$ cat src/rtl/uart_block_assembler.sv
// Packs consecutive UART bytes into one BLOCK_BYTES*8-bit block and hands it over a valid/ready handshake.
// Optional idle-timeout for partial blocks is enabled by defining UART_BLOCK_ASSEMBLER_TIMEOUT_EN.
module uart_block_assembler #(
    parameter int CLK_FREQ      = 100_000_000,
    parameter int BAUDRATE      = 115_200,
    parameter int BLOCK_BYTES   = 16,
    parameter int TIMEOUT_BYTES = 4
) (
    input  logic                               clk,
    input  logic                               rst_n,
    input  logic [7:0]                         byte_in,
    input  logic                               byte_valid,
    output logic [BLOCK_BYTES*8-1:0]           block_out,
    output logic                               block_valid,
    input  logic                               block_ready,
    output logic [$clog2(BLOCK_BYTES+1)-1:0]   byte_count,
    output logic                               overrun_err,
    output logic                               timeout_err
);

    localparam int W  = BLOCK_BYTES * 8;
    localparam int CW = $clog2(BLOCK_BYTES + 1);

    typedef enum logic [0:0] {
        S_COLLECT = 1'b0,
        S_HOLD    = 1'b1
    } state_t;

    state_t          r_state;
    logic [W-1:0]    r_block;
    logic [CW-1:0]   r_count;
    logic            r_valid;
    logic            r_overrun;
    logic            w_last;
    logic            w_tmo;

    assign w_last = (r_count == CW'(BLOCK_BYTES - 1));

`ifdef UART_BLOCK_ASSEMBLER_TIMEOUT_EN
    localparam int TIMEOUT_CYCLES = TIMEOUT_BYTES * 10 * (CLK_FREQ / BAUDRATE);
    localparam int TCW            = $clog2(TIMEOUT_CYCLES);

    logic [TCW-1:0]  r_tcnt;
    logic            r_timeout;

    // A byte arriving in the would-be timeout cycle wins, hence the !byte_valid term.
    assign w_tmo = (r_state == S_COLLECT) && !byte_valid && (r_count != '0) &&
                   (r_tcnt == TCW'(TIMEOUT_CYCLES - 1));

    // Idle counter: only runs while a partial block waits for more bytes.
    always_ff @(posedge clk) begin
        if (!rst_n) begin
            r_tcnt    <= '0;
            r_timeout <= 1'b0;
        end else begin
            r_timeout <= w_tmo;
            if ((r_state != S_COLLECT) || byte_valid || (r_count == '0) || w_tmo) begin
                r_tcnt <= '0;
            end else begin
                r_tcnt <= r_tcnt + TCW'(1);
            end
        end
    end

    assign timeout_err = r_timeout;
`else
    assign w_tmo       = 1'b0;
    assign timeout_err = 1'b0;
`endif

    // Collect/hold FSM with all block outputs registered.
    always_ff @(posedge clk) begin
        if (!rst_n) begin
            r_state   <= S_COLLECT;
            r_block   <= '0;
            r_count   <= '0;
            r_valid   <= 1'b0;
            r_overrun <= 1'b0;
        end else begin
            r_overrun <= 1'b0;
            case (r_state)
                S_COLLECT: begin
                    if (byte_valid) begin
                        r_block <= {r_block[W-9:0], byte_in};
                        r_count <= r_count + CW'(1);
                        if (w_last) begin
                            r_state <= S_HOLD;
                            r_valid <= 1'b1;
                        end
                    end else if (w_tmo) begin
                        r_block <= '0;
                        r_count <= '0;
                    end
                end
                S_HOLD: begin
                    if (block_ready) begin
                        // A byte coincident with the transfer becomes byte 0 of the next block.
                        r_valid <= 1'b0;
                        r_state <= S_COLLECT;
                        if (byte_valid) begin
                            r_block <= {r_block[W-9:0], byte_in};
                            r_count <= CW'(1);
                        end else begin
                            r_count <= '0;
                        end
                    end else if (byte_valid) begin
                        r_overrun <= 1'b1;
                    end
                end
                default: begin
                    r_state <= S_COLLECT;
                    r_valid <= 1'b0;
                    r_count <= '0;
                end
            endcase
        end
    end

    assign block_out   = r_block;
    assign block_valid = r_valid;
    assign byte_count  = r_count;
    assign overrun_err = r_overrun;

endmodule

$ cat config.mk
export PLATFORM = sky130hd
export DESIGN_NAME = uart_block_assembler
export DESIGN_NICKNAME = d
export VERILOG_FILES = /design/src/rtl/uart_block_assembler.sv
export SDC_FILE = /design/constraint.sdc
export NUM_CORES = 1
export LEC_CHECK = 0
export CAP_MARGIN = 30
export CELL_PAD_IN_SITES_DETAIL_PLACEMENT = 1
export CELL_PAD_IN_SITES_GLOBAL_PLACEMENT = 2
export CORE_ASPECT_RATIO = 1.75
export CORE_UTILIZATION = 30
export CTS_BUF_LIST = sky130_fd_sc_hd__clkbuf_8
export DETAILED_ROUTE_END_ITERATION = 8
export GPL_TIMING_DRIVEN = 1
export PLACE_DENSITY_LB_ADDON = 0.1
export SLEW_MARGIN = 10
export SYNTH_ARGS = -nofsm -noshare
export SYNTH_HDL_FRONTEND = slang
export SYNTH_SLANG_ARGS = --single-unit
$ cat constraint.sdc
create_clock -name clk -period 2.2 [get_ports clk]
set_clock_uncertainty 0.05 [all_clocks]
set_input_delay 0.55 -clock clk [delete_from_list [all_inputs] [get_ports clk]]
set_output_delay 0.55 -clock clk [all_outputs]
set_load 0.01 [all_outputs]
==> summary.md <==
| Metric | Value |
|---|---|
| Outcome | `finished clean` |
| Setup TNS | `0 ns` |
| Post-DP Area | `6910 um^2` |
| Lkg Pwr | `0.00228 uW` |
| Peak Freq | `482 MHz` |
| YS warnings | `0` |
| Worst-case clock buffer depth | `2` |
| Minimum clock period | `2.08 ns` |
| Cell chain of the critical path | `clkdlybuf4s50_1` |
| Layout cells sized above 1 | `0.0724` |
| Final wirelength | `17,800 um` |
| Layout area overhead | `38.3%` |
| Antenna Violating Nets Remaining | `0` |
| TritonRoute pass-1 iters | `4` |
| Congestion Overflow GR | `0` |
| Die ar. | `18,200 um^2` |
| Post-cts resize count | `0` |
| Std cell rows | `63` |
| Syn_area_per_cell | `around 8.4 um^2` |
| NumNets Final | `750` |
| Slowest-stage cell, CP | `clkdlybuf4s50_1` |
| Slew Viols, Final | `0` |
| PwrDens | `around 660 nW/um^2` |
| CP max FO | `5` |
| I/O pin cnt | `~150` |
| Initial antenna violation count | `0` |
| IR drop worst, VDD | `0.000290 V` |
| Worst hold path class | `register to register` |
| Synth Instances | `626` |
| Root Driver | `clkbuf_8` |
| Total of max-cap violations | `0` |
| Post-synth cell types | `33` |
| CTS H-tree lvls | `4` |
| Delay-heaviest family, CP | `buffers and inverters` |
| Crit path capture type | `output port` |
| Hold path start | `block_valid$_SDFFE_PN0P_` |
| Gr usage total | `0.201` |
| CP bufs+invs | `1` |
| Initial drt markers | `174` |
| Number of synthesized register bits | `136` |
| Die height | `around 180 um` |
| Global-route wire length before repair | `27,800 um` |
| Synth Net Count | `640` |
| Final worst setup slack | `0.125 ns` |
| Largest net degree at the start of global routing | `130` |
| DRC violations left | `0` |
| Hold buffers post-CTS | `0` |
| TritonCTS Buffers | `17` |
| Sink Count | `136` |
| Routed len/inst | `18.3 um` |
| Max-slew headroom at the worst pin | `0.606` |
| Critical Path Start Type | `register` |
| Starting Density | `0.309` |
| Worst-Margin Slew | `0.591 ns` |
| Gpl congestion | `0.709` |
| Final Cycle Share | `0.943` |
| Cell Area, Synth | `approximately 5300 um^2` |
| Setup Crit Path Kind | `register to output port` |
| Setup violators final | `0` |
| Postcts setup bufs | `0` |
| Crit. Startpoint | `byte_count[0]$_SDFFE_PN0P_` |
| N_diodes | `0` |
| Sequential fraction of the synthesis area | `0.516` |
| Worst-path clk slew | `~0.070 ns` |
| RSZ-0062 raised after global routing | `no` |
| DP Worst Slack | `roughly 0.043 ns` |
| Slowest Stage Delay on Critical Path | `0.62 ns` |
| Req. time, crit path | `1.60 ns` |
| CTS tree | `done` |
| Vias | `between 5,000 and 6,000` |
| Vias in the first global route | `5,094` |
| Via/cell ratio | `between 5 and 6` |
| Die Wd | `102 um` |
| WHS | `0.418 ns` |
| Hold violation count in the final report | `0` |
| Worst R2R Start | `byte_count[0]$_SDFFE_PN0P_` |
| WP data arrival | `1.48 ns` |
| Fin util | `0.427` |
| Core Region | `between 15,000 and 20,000 um^2` |
| Final instance area | `7300 um^2` |
| Port Buffer Count | `146` |
| Skew-Pair Late Insertion Delay | `0.43 ns` |
| DP Wirelength | `11,500 um` |
==> metal layers <==
metal | routed length, um | track usage | part of all wire
met5 | 0 | 0 | 0
met4 | 389 | 0.0726 | 0.022
met3 | 624 | 0.0516 | 0.035
met2 | 9130 | 0.335 | 0.51
met1 | 7700 | 0.246 | 0.43
==> layout by cell type (no fill, tap or decap) <==
cell	instances
a21oi_1	131
a22oi_1	2
inv_1	2
clkinv_2	2
o21ai_1	102
clkbuf_8	17
inv_6	1
nand2b_4	1
o21ai_0	26
bufinv_16	3
and3_1	1
nand2_1	4
a2111oi_2	1
conb_1	1
and2b_1	1
ha_1	2
nand4_1	1
nor3_1	1
and2b_4	1
nor2_1	3
a21oi_2	1
mux2i_1	1
or3_1	1
clkinvlp_4	5
buf_12	13
dfxtp_1	136
buf_4	6
clkinv_4	1
a31oi_1	1
nand3b_1	1
a21o_1	1
a311oi_1	1
clkdlybuf4s50_1	145
inv_4	2
nand3_1	128
==> cell usage after synthesis (all sizes together) <==
cell,instances,area (um^2)
nand3,128,641
nand2b,1,6.26
a2111oi,1,15.0
and2b,2,16.3
clkbuf,37,141
o21ai,128,641
a22oi,2,15.0
nand3b,1,7.51
dfxtp,136,2720
ha,2,25.0
buf,36,283
mux2i,1,10.0
nand2,4,15.0
conb,1,3.75
a31oi,1,6.26
nand4,1,6.26
nor2,3,11.3
a21oi,132,664
nor3,1,5.00
inv,4,15.0
a21o,1,7.51
and3,1,6.26
or3,1,6.26
a311oi,1,8.76
==> cells by family after synthesis <==
logic type | synth area share
AO/OA/AOI/OAI | 0.257
flip-flops | 0.516
multiplexers | 0.00190
AND/OR/NAND/NOR | 0.137
adder cells (fa/ha/maj) | 0.00474
buffers and inverters | 0.0832
other | 0.000710
==> sequential cells by signal (all words and copies together), names as in the netlist <==
| name | flops |
|---|---|
| byte_count | 5 |
| block_out | 128 |
| block_valid | 1 |
| r_state | 1 |
| overrun_err | 1 |
==> layout make-up <==
class	count	area [um^2]
tap	227	284
clock buffer	17	234
sequential	136	2720
clock inverter	12	155
multi-input combinational	413	2130
timing repair buffer	164	1760
fill	2031	9810
inverter	4	20.0
==> report_power, final <==
group | leakage (uW) | switching, uW | internal, uW
clock | 0.000182 | 987 | 1100
sequential | 0.00110 | 19.5 | 2480
combinational | 0.00101 | 164 | 91.6
==> stage by stage <==
stage | instances | power [uW]
2_1_floorplan | 626 | 2690
3_3_place_gp | 944 | 2810
3_5_place_dp | 944 | 2810
4_1_cts | 973 | 4910
5_1_grt | 973 | 5030
6_report | 973 | 4840
==> final timing paths <==
| path | endpoint | slack (ns) | cells past startpoint |
|---|---|---|---|
| max reg2reg | byte_count[4]$_SDFFE_PN0P_ | 0.70 | 6 |
| min reg2reg | block_valid$_SDFFE_PN0P_ | 0.42 | 2 |
| min | block_valid$_SDFFE_PN0P_ | 0.42 | 2 |
| max | byte_count[0] | 0.12 | 1 |
(Power assumes the default switching activity.)
